[src/rtl/mux8_rr_scheduler.sv]
// Round-robin owner of a shared 8:1 single-bit mux: grants one requester at a time for up to HOLD_MAX cycles.
// Optional macro MUX_SCHED_LOCK_EN adds a 'lock' input that keeps the current tenure open indefinitely.
module mux8_rr_scheduler #(
   parameter int unsigned HOLD_MAX = 4
) (
   input  logic       clk,
   input  logic       rst_n,
`ifdef MUX_SCHED_LOCK_EN
   input  logic       lock,
`endif
   input  logic [7:0] req,
   input  logic [7:0] in,
   output logic [7:0] gnt,
   output logic [2:0] sel,
   output logic       busy,
   output logic       y
);

   localparam logic [7:0] CNT_LAST = 8'(HOLD_MAX - 1);

   typedef enum logic {IDLE, GRANT} state_t;

   state_t     r_state;
   logic [2:0] r_ptr;
   logic [7:0] r_cnt;
   logic [7:0] r_gnt;
   logic [2:0] r_sel;
   logic       r_y;

   logic [2:0] w_start;
   logic [2:0] w_winner;
   logic       w_found;
   logic       w_expire;
   logic       w_release;
   logic [7:0] w_cntNext;

   // On release the scan starts just after the holder, so the holder itself is checked last.
   always_comb begin
      w_start  = (r_state == GRANT) ? r_sel + 3'd1 : r_ptr;
      w_found  = 1'b0;
      w_winner = w_start;
      for (int i = 7; i >= 0; i--) begin
         if (req[w_start + 3'(i)]) begin
            w_found  = 1'b1;
            w_winner = w_start + 3'(i);
         end
      end
   end

   always_comb begin
`ifdef MUX_SCHED_LOCK_EN
      w_expire = (r_cnt == CNT_LAST) && !lock;
`else
      w_expire = (r_cnt == CNT_LAST);
`endif
      w_release = !req[r_sel] || w_expire;
      w_cntNext = (r_cnt == CNT_LAST) ? r_cnt : r_cnt + 8'd1;
   end

   always_ff @(posedge clk) begin
      if (!rst_n) begin
         r_state <= IDLE;
         r_ptr   <= 3'd0;
         r_cnt   <= 8'd0;
         r_gnt   <= 8'd0;
         r_sel   <= 3'd0;
         r_y     <= 1'b0;
      end else begin
         r_y <= (r_state == GRANT) ? in[r_sel] : 1'b0;
         case (r_state)
            IDLE: begin
               if (w_found) begin
                  r_gnt   <= 8'd1 << w_winner;
                  r_sel   <= w_winner;
                  r_cnt   <= 8'd0;
                  r_state <= GRANT;
               end else begin
                  r_gnt <= 8'd0;
               end
            end
            GRANT: begin
               if (!w_release) begin
                  r_cnt <= w_cntNext;
               end else begin
                  r_ptr <= r_sel + 3'd1;
                  if (w_found) begin
                     r_gnt <= 8'd1 << w_winner;
                     r_sel <= w_winner;
                     r_cnt <= 8'd0;
                  end else begin
                     r_gnt   <= 8'd0;
                     r_state <= IDLE;
                  end
               end
            end
         endcase
      end
   end

   assign gnt  = r_gnt;
   assign sel  = r_sel;
   assign busy = (r_state == GRANT);
   assign y    = r_y;

endmodule

[config.mk]
export PLATFORM = sky130hd
export DESIGN_NAME = mux8_rr_scheduler
export DESIGN_NICKNAME = d
export VERILOG_FILES = /design/src/rtl/mux8_rr_scheduler.sv
export SDC_FILE = /design/constraint.sdc
export NUM_CORES = 1
export LEC_CHECK = 0
export ABC_CLOCK_PERIOD_IN_PS = 4300
export BUFFER_PORTS_ARGS = -buffer_cell sky130_fd_sc_hd__buf_2
export CELL_PAD_IN_SITES_DETAIL_PLACEMENT = 1
export CELL_PAD_IN_SITES_GLOBAL_PLACEMENT = 1
export CORE_MARGIN = 10
export CORE_UTILIZATION = 30
export DETAILED_ROUTE_END_ITERATION = 10
export GPL_TIMING_DRIVEN = 0
export PLACE_DENSITY_LB_ADDON = 0.08
export SLEW_MARGIN = 20
export SYNTH_ARGS = -nofsm -noshare
export SYNTH_HDL_FRONTEND = slang
export SYNTH_SLANG_ARGS = --single-unit
[constraint.sdc]
create_clock -name clk -period 4.3 [get_ports clk]
set_input_delay 1.29 -clock clk [delete_from_list [all_inputs] [get_ports clk]]
set_output_delay 1.29 -clock clk [all_outputs]
set_load 0.03 [all_outputs]
==> results.py, run 1 <==
metrics = {
    "power": {
        "worst_ir_drop_vdd_v": 0.0001852,
        "power_mw": 1.790,
        "p_int_mw": 0.8699,
        "power_frac_seq": 0.168,
        "p_per_area_nw_per_um2": 606.5,
        "pwr-share-clk": 0.085,
        "switching_share": 0.5139,
        "power.share.combinational": 0.747,
        "p_leak_nw": 1.124,
        "netSwitchingPower_mw": 0.9196,
    },
    "routing": {
        "firstDrtPassIters": 4,
        "via_per_inst": 5.872,
        "postRouteAntennaNets": 0,
        "wire_per_inst_microns": 20.35,
        "num_vias": 2625,
        "wirelength_mm": 9.095,
        "drt_iter0_drc": 171,
        "drc": 0,
    },
    "sta": {
        "relSlewSlack": 0.5836,
        "period_minus_slack_ps": 3984,
        "setup_viol": 0,
        "clock_skew_ps": 5.814,
        "rsz0062_at_grt": "false",
        "fin_hold_ws_ps": 455.1,
        "slew_viol_final": 0,
        "min_period_over_period": 0.9264,
        "tightest_slew_ps": 608.9,
        "fmax_mhz": 251.0,
        "finalHoldViolations": 0,
    },
    "cells_and_area": {
        "drive_gt1_frac": 0.2690,
        "diodes": 0,
        "layout_commonest_cell": "buf_2",
        "syn2layout_area_growth_pct": 13.37,
        "finish.utilization": 0.3537,
        "fin_nets": 364,
        "final_cell_mix": "buf_2, nand2_1, nor2_1, dfxtp_1, mux2i_1",
    },
    "clock_network": {
        "cts_sinks": 24,
        "clockBufferDepth": 2,
        "clk_latency_ps": 270,
        "h-tree-depth": 1,
        "path_clk_slew_ps": 90,
        "cts-root-buf": "clkbuf_8",
        "cts_tree": "done",
        "cts_made_buffers": 3,
    },
    "grt": {
        "grt_pass1_wl_mm": 15.17,
        "track_usage": 0.1429,
        "grt_overflow": 0,
        "grt_pass1_vias": 2814,
        "antenna_found_initial": 0,
        "grt_max_degree": 14,
    },
    "placement": {
        "place_congestion": 0.8315,
        "io_buffer_count": 27,
        "hpwl_mm": 7.247,
    },
    "flow_run": {
        "cap_violations": 0,
    },
    "floorplanning": {
        "die_y_microns": 113.1,
        "rows": 33,
        "die_area_sq_um": 12800,
        "die_w_microns": 113.1,
        "coreArea_sq_um": 8341,
        "initial_utilization": 0.3120,
        "io_pins": 31,
    },
    "min_path": {
        "holdPathStages": 2,
        "hold_class": "reg2reg",
        "hold_end": "gnt[2]$_SDFFE_PN0N_",
        "worstHoldStart": "gnt[2]$_SDFFE_PN0N_",
    },
    "critical_path": {
        "crit_path_max_fanout": 19,
        "r2r_slack_ps": 320,
        "reg2reg_depth": 12,
        "reg2reg_from": "sel[1]$_SDFFE_PN0P_",
        "startpoint_type": "flop",
        "end_kind": "flop",
        "cpPeakStageDelay_ps": 540,
        "crit_type": "reg2reg",
        "worstPathArrival_ps": 4180,
        "cp.required_ps": 4490,
        "path_cells": "ha_1 -> mux2i_1 -> inv_1 -> buf_2 -> ha_2 -> mux2_2 -> or4_4 -> o2111a_4 -> or3_4 -> nor4_4 -> nor2_2 -> a211oi_2",
        "worstReg2RegEnd": "r_cnt[2]$_SDFFE_PN0P_",
        "cp_slowest_cell": "ha_2",
    },
    "synth": {
        "syn-num-nets": 332,
        "synth-async-reset-ratio": 0,
        "syn-cell-area_sq_um": 2602,
        "synth_area_per_cell_sq_um": 8.368,
        "synth_top_area_share": 0.1846,
        "synthCells": 311,
        "synth_ff_type": "dfxtp_1",
        "synth_edf_count": 0,
        "synth.yosys.seq_area_share": 0.1846,
        "synth_seq_cells": 24,
        "yosys_warnings": 0,
        "synth.distinct_cells": 71,
        "yosys.area.top_type": "dfxtp_1",
        "yosys-top-cells-area": "dfxtp_1, mux2i_1, mux4_2",
    },
    "status": {
        "status": "complete, no violations",
    },
}
==> per-layer routing <==
metal | GRT usage | vias to the layer above | wire [microns]
li1 | - | 1269 | -
met1 | 0.1930 | 1284 | 4299
met2 | 0.2312 | 64 | 4285
met3 | 0.02430 | 8 | 421
met4 | 0.03046 | 0 | 88
met5 | 0 | - | 0
==> per-stage QoR <==
step / setup TNS [ps] / cell area (sq um) / setup WS (ps) / std cells
floorplan: 0 / 2603 / 127.9 / 311
global placement: -5996 / 2869 / -437.5 / 443
detailed placement: -6134 / 2869 / -462.2 / 443
CTS: 0 / 2949 / 16.47 / 448
global route: 0 / 2950 / 31.08 / 447
finish: 0 / 2950 / 316.4 / 447
==> what timing repair did <==
action / CTS / global route
gates cloned: 0 / 0
hold buffers: 0 / 0
buffers inserted: 2 / 0
gates resized for setup: 5 / 1
setup endpoints to repair: 20 / 20
==> worst max-delay path, delay by kind of cell (launching register included) <==
| kind | cells | cell delay (ps) |
|---|---|---|
| and+or+nand+nor | 4 | 1310 |
| AOI/OAI and AO/OA | 2 | 430 |
| adders and majority gates | 2 | 820 |
| buffers and inverters | 2 | 360 |
| DFF | 1 | 440 |
| muxes | 2 | 560 |
==> registers in the layout, indices dropped and copies added (netlist names) <==
register  count
busy          1
gnt           8
r_cnt         8
r_ptr         3
sel           3
y             1
==> cells in the mapped netlist, types with 2 or more instances <==
cell	count
o2111ai_1	2
a311oi_1	2
buf_4	2
ha_1	3
o211ai_1	5
mux2i_1	23
a21o_1	6
nand2_1	27
nor2_1	26
o221a_2	4
and3_1	4
o22ai_1	3
or2_2	4
a21oi_1	14
nand2b_1	3
clkbuf_1	15
o31ai_1	9
mux4_2	9
dfxtp_1	24
a211o_1	2
buf_2	5
o21ai_0	15
a31oi_1	3
nor3_1	6
nor2_2	2
a2111oi_0	3
nand4_1	5
inv_1	4
o22a_1	3
a22oi_1	2
nand3_1	19
o21a_1	3
mux2_2	7
and2_1	2
nand3b_1	2
or3_1	5
buf_6	4
==> how the worst max path moves through the flow <==
stage               slack (ps)  cells after the start                     to                start
global placement          -440                     14    gnt[1]$_SDFFE_PN0N_  sel[1]$_SDFFE_PN0P_
CTS                         20                     13  r_cnt[2]$_SDFFE_PN0P_  sel[1]$_SDFFE_PN0P_
global route                30                     12    gnt[2]$_SDFFE_PN0N_  sel[1]$_SDFFE_PN0P_
detailed placement        -460                     14    gnt[1]$_SDFFE_PN0N_  sel[1]$_SDFFE_PN0P_
finish                     320                     12  r_cnt[2]$_SDFFE_PN0P_  sel[1]$_SDFFE_PN0P_
floorplan                  130                     14  r_cnt[2]$_SDFFE_PN0P_  sel[1]$_SDFFE_PN0P_
==> kinds of logic (layout without fill, tap and decap cells) <==
| family | count (synthesis) | count (layout) | share of synthesized area |
|---|---|---|---|
| xor+xnor | 3 | 3 | 0.01731 |
| fa+ha+maj | 3 | 3 | 0.01442 |
| compound gates | 93 | 93 | 0.2731 |
| buf+inv | 32 | 63 | 0.06345 |
| flops | 24 | 24 | 0.1846 |
| mux | 40 | 40 | 0.2067 |
| simple gates | 116 | 116 | 0.2404 |
==> power by group through the flow <==
stage | sequential (mW) | combinational, mW | clock, mW
6_report | 0.300 | 1.34 | 0.153
5_1_grt | 0.308 | 1.47 | 0.170
4_1_cts | 0.301 | 1.34 | 0.159
3_5_place_dp | 0.306 | 1.31 | 0
3_3_place_gp | 0.304 | 1.31 | 0
2_1_floorplan | 0.368 | 0.912 | 0
==> final cells by class <==
type                       instances  area, sq um
clock buffer                       4        55.05
inverter                           5        18.77
multi-input combinational        255         1974
timing repair buffer              29        150.1
buffer                            25        138.9
tap                              105        131.4
fill                            1020         5390
sequential                        24        481.7
Power figures use the tool's default switching activity.
==> inputs of run 2 (changes only) <==
- BUFFER_PORTS_ARGS: -buffer_cell sky130_fd_sc_hd__buf_2 -> -buffer_cell sky130_fd_sc_hd__buf_4
==> results.py, run 2 (synthesis gave the netlist of run 1 again) <==
metrics = {
    "critical_path": {
        "crit_path_max_fanout": 10,
        "cp.required_ps": 4440,
        "worstPathArrival_ps": 4050,
        "r2r_slack_ps": 390,
        "crit_type": "reg2reg",
        "end_kind": "flop",
        "startpoint_type": "flop",
    },
    "placement": {
        "place_congestion": 0.8647,
        "hpwl_mm": 7.310,
        "io_buffer_count": 27,
    },
    "cells_and_area": {
        "drive_gt1_frac": 0.2735,
        "final_cell_mix": "buf_4, nand2_1, nor2_1, dfxtp_1, mux2i_1",
        "syn2layout_area_growth_pct": 16.15,
        "fin_nets": 363,
        "layout_commonest_cell": "buf_4",
        "diodes": 0,
        "fill_cells": 1013,
    },
    "grt": {
        "busiest_layer": "met2",
        "grt_max_degree": 13,
        "antenna_found_initial": 0,
        "track_usage": 0.1444,
        "met1_usage": 0.2065,
        "met2_usage": 0.2312,
        "grt_overflow": 0,
        "grt_pass1_wl_mm": 15.40,
        "grt_pass1_vias": 2667,
        "grtUsageMet3": 0.02060,
    },
    "sta": {
        "period_minus_slack_ps": 3911,
        "setup_tns_ps": 0,
        "relSlewSlack": 0.6133,
        "setup_viol": 0,
        "fin_hold_ws_ps": 463.1,
        "fmax_mhz": 255.7,
        "rsz0062_at_grt": "false",
        "clock_skew_ps": 3.222,
        "slew_viol_final": 0,
        "min_period_over_period": 0.9095,
        "tightest_slew_ps": 580.0,
        "finalHoldViolations": 0,
    },
    "clock_network": {
        "cts_hold_buf": 0,
        "clk_latency_ps": 260,
        "path_clk_slew_ps": 80,
        "cts-root-buf": "clkbuf_8",
        "h-tree-depth": 1,
        "cts_tree": "done",
        "clockBufferDepth": 2,
        "cts_sinks": 24,
        "cts_made_buffers": 3,
    },
    "routing": {
        "drc": 0,
        "wirelength_mm": 9.331,
        "wire_per_inst_microns": 20.97,
        "num_vias": 2604,
        "postRouteAntennaNets": 0,
        "via_per_inst": 5.852,
        "firstDrtPassIters": 4,
        "drt_iter0_drc": 202,
    },
    "floorplanning": {
        "coreArea_sq_um": 8341,
        "die_w_microns": 113.1,
        "io_pins": 31,
        "die_area_sq_um": 12800,
        "die_y_microns": 113.1,
        "initial_utilization": 0.3120,
        "rows": 33,
    },
    "power": {
        "p_per_area_nw_per_um2": 599.9,
        "p_leak_nw": 1.130,
        "worst_ir_drop_vdd_v": 0.0001772,
    },
    "min_path": {
        "hold_class": "reg2reg",
    },
    "status": {
        "status": "complete, no violations",
    },
    "flow_run": {
        "cap_violations": 0,
    },
}
-- run 2: worst max-delay path, cell delays in order (launching register included) --
cell and delay (ps):
dfxtp_1 340, buf_6 140, nor2b_2 330, nor2_8 80, inv_2 90, buf_6 140, buf_2 270, ha_4 210
o21ai_0 140, o211ai_2 360, nor2_1 220, o2111a_4 390, nor3_1 330, a31oi_1 200, mux2i_2 410, o31ai_1 130
-- run 2: layout make-up --
| type | count | area (sq um) | area share |
|---|---|---|---|
| plain buffers | 25 | 138.9 | 0.04594 |
| inverters | 5 | 18.77 | 0.006209 |
| repair buffers | 28 | 210.2 | 0.06954 |
| clock buffers | 3 | 41.29 | 0.01366 |
| well taps | 105 | 131.4 | 0.04346 |
| flip-flops and latches | 24 | 481.7 | 0.1594 |
| multi-input cells | 255 | 2001 | 0.6618 |
-- run 2: metal layers --
layer,vias up,share of wire
li1,1257,-
met1,1300,0.48
met2,45,0.48
met3,2,0.041
met4,0,0.0028
met5,-,0
-- run 2: report_power, final --
part / total (mW) / switching (mW) / internal (mW)
Sequential: 0.303 / 0.0353 / 0.268
Clock: 0.133 / 0.0703 / 0.0626
Combinational: 1.38 / 0.829 / 0.549
Total: 1.81 / 0.934 / 0.879
-- run 2: worst paths after layout --
kind                  startpoint             endpoint  cells after the start
max              busy$_SDFF_PN0_  gnt[1]$_SDFFE_PN0N_                     15
min          gnt[6]$_SDFFE_PN0N_  gnt[6]$_SDFFE_PN0N_                      2
max reg2reg      busy$_SDFF_PN0_  gnt[1]$_SDFFE_PN0N_                     15
min reg2reg  gnt[6]$_SDFFE_PN0N_  gnt[6]$_SDFFE_PN0N_                      2
-- run 2: repair_timing --
action                                  4_1_cts  5_1_grt
setup buffers                                 0        1
hold endpoints to repair                      0        0
pin swaps                                     0        1
cloned                                        0        0
resized for setup                             6        5
endpoints found under the setup margin       20       19
-- run 2: per-stage QoR --
stage	util	setup WS (ps)	power, mW	instances	cell area [sq um]
6_report	0.3624	389.0	1.814	445	3023
5_1_grt	0.3624	163.7	1.964	445	3023
4_1_cts	0.3588	51.53	1.803	445	2993
3_5_place_dp	0.3521	-472.2	1.641	443	2937
3_3_place_gp	0.3521	-435.0	1.635	443	2937
2_1_floorplan	-	127.9	1.280	311	2603
==> inputs of run 3 (changes only) <==
- BUFFER_PORTS_ARGS: -buffer_cell sky130_fd_sc_hd__buf_4 -> not set
- DONT_BUFFER_PORTS: not set -> 1
==> results.py, run 3 (synthesis gave the netlist of run 1 again) <==
metrics = {
    "cells_and_area": {
        "syn2layout_area_growth_pct": 8.029,
        "final_cell_mix": "nand2_1, nor2_1, mux2i_1, dfxtp_1, nand3_1",
        "finish.utilization": 0.3371,
        "drive_gt1_frac": 0.2083,
        "layout_commonest_cell": "nand2_1",
        "diodes": 0,
        "fin_cells": 417,
        "fill_cells": 1004,
        "fin_nets": 335,
    },
    "floorplanning": {
        "die_area_sq_um": 12800,
        "initial_utilization": 0.3120,
        "die_w_microns": 113.1,
        "io_pins": 31,
        "die_y_microns": 113.1,
        "rows": 33,
        "coreArea_sq_um": 8341,
    },
    "critical_path": {
        "r2r_slack_ps": 310,
        "reg2reg_from": "busy$_SDFF_PN0_",
        "crit_type": "reg2reg",
        "crit_path_max_fanout": 10,
        "reg2reg_depth": 15,
        "critPathCapture": "r_cnt[2]$_SDFFE_PN0P_",
        "cp_slowest_cell": "dfxtp_2",
        "worstReg2RegEnd": "r_cnt[2]$_SDFFE_PN0P_",
        "cp.required_ps": 4490,
        "startpoint_type": "flop",
        "cpMostUsedCell": "buf_6",
        "cpPeakStageDelay_ps": 450,
        "path_cells": "buf_6 -> nor2b_4 -> nor2_8 -> inv_2 -> buf_6 -> buf_2 -> ha_4 -> o21ai_0 -> o211ai_2 -> a2111oi_0 -> or2_2 -> or3_1 -> nor4_4 -> nor2_2 -> a211oi_2",
        "worstPathArrival_ps": 4190,
        "crit_path_start": "busy$_SDFF_PN0_",
        "end_kind": "flop",
    },
    "power": {
        "power.share.combinational": 0.707,
        "switching_share": 0.5267,
        "netSwitchingPower_mw": 0.9272,
        "p_int_mw": 0.8333,
        "worst_ir_drop_vdd_v": 0.0001349,
        "power_frac_seq": 0.215,
        "pwr-share-clk": 0.077,
        "p_leak_nw": 0.9857,
        "p_per_area_nw_per_um2": 626.2,
    },
    "routing": {
        "drc": 0,
        "wirelength_mm": 9.181,
        "num_vias": 2506,
        "wire_per_inst_microns": 22.02,
        "firstDrtPassIters": 5,
        "via_per_inst": 6.010,
        "drt_iter0_drc": 181,
        "postRouteAntennaNets": 0,
    },
    "grt": {
        "track_usage": 0.1403,
        "antenna_found_initial": 0,
        "grt_pass1_wl_mm": 14.88,
        "grt_overflow": 0,
        "grt_max_degree": 13,
        "grt_pass1_vias": 2570,
    },
    "clock_network": {
        "cts_hold_buf": 0,
        "clockBufferDepth": 2,
        "cts_tree": "done",
        "clk_latency_ps": 270,
        "postCtsSetupBuffers": 0,
        "cts-root-buf": "clkbuf_8",
        "cts_sinks": 24,
        "cts_made_buffers": 3,
        "h-tree-depth": 1,
        "path_clk_slew_ps": 90,
    },
    "sta": {
        "finalHoldViolations": 0,
        "relSlewSlack": 0.5460,
        "setup_viol": 0,
        "period_minus_slack_ps": 3995,
        "tightest_slew_ps": 663.8,
        "fmax_mhz": 250.3,
        "min_period_over_period": 0.9290,
        "clock_skew_ps": 1.888,
        "slew_viol_final": 0,
    },
    "placement": {
        "place_congestion": 0.8348,
        "hpwl_mm": 7.159,
        "dp_cells": 416,
        "io_buffer_count": 0,
    },
    "status": {
        "status": "complete, no violations",
    },
    "min_path": {
        "hold_class": "reg2reg",
        "holdPathStages": 2,
    },
    "flow_run": {
        "cap_violations": 0,
    },
}
## run 3: how the worst min path moves through the flow
stage / start / endpoint / slack (ps)
2_1_floorplan: r_ptr[0]$_SDFFE_PN0P_ / r_ptr[0]$_SDFFE_PN0P_ / 460
3_3_place_gp: r_ptr[1]$_SDFFE_PN0P_ / r_ptr[1]$_SDFFE_PN0P_ / 480
3_5_place_dp: r_ptr[1]$_SDFFE_PN0P_ / r_ptr[1]$_SDFFE_PN0P_ / 500
4_1_cts: r_cnt[4]$_SDFFE_PN0P_ / r_cnt[4]$_SDFFE_PN0P_ / 520
5_1_grt: r_ptr[0]$_SDFFE_PN0P_ / r_ptr[0]$_SDFFE_PN0P_ / 550
6_report: r_ptr[1]$_SDFFE_PN0P_ / r_ptr[1]$_SDFFE_PN0P_ / 510
## run 3: metrics by stage
stage	power [mW]	hold slack (ps)	setup slack, ps	TNS, ps	cell area [sq um]
floorplan	1.280	458.0	127.9	0	2603
global placement	1.582	480.0	-687.0	-10990	2734
detailed placement	1.586	500.4	-734.1	-11730	2734
global route	1.898	555.0	-8.507	-8.507	2811
finish	1.761	510.1	305.3	0	2811
CTS	1.752	519.9	11.74	0	2794
## run 3: area by class of cell
type	instances	area, sq um	area share
Buffer	25	138.9	0.04940
Clock buffer	3	41.29	0.01469
Inverter	5	18.77	0.006676
Multi-Input combinational cell	255	1994	0.7094
Sequential cell	24	486.7	0.1731
Tap cell	105	131.4	0.04673
## run 3: timing repair
action | 4_1_cts | 5_1_grt
endpoints found under the hold margin | 0 | 0
setup endpoints to repair | 20 | 20
resized for setup | 8 | 4
## run 3: metal layers
| layer | global-route usage | up-vias | wire (microns) |
|---|---|---|---|
| met2 | 0.2262 | 46 | 4374 |
| li1 | - | 1202 | - |
| met3 | 0.02905 | 8 | 476 |
| met1 | 0.1887 | 1250 | 4240 |
| met5 | 0 | - | 0 |
| met4 | 0.02538 | 0 | 89 |
## run 3: critical path, delay by kind of cell (launching register included)
family	cells	cell delay, ps
fa+ha+maj	1	200
simple gates	6	1720
buf+inv	4	680
flops	1	450
compound gates	4	850
## run 3: power by group through the flow
| stage | clock network (mW) | logic (mW) | registers (mW) |
|---|---|---|---|
| finish | 0.136 | 1.25 | 0.379 |
| detailed placement | 0 | 1.20 | 0.387 |
| floorplan | 0 | 0.912 | 0.368 |
| global placement | 0 | 1.20 | 0.386 |
| CTS | 0.140 | 1.23 | 0.384 |
| global route | 0.151 | 1.36 | 0.388 |
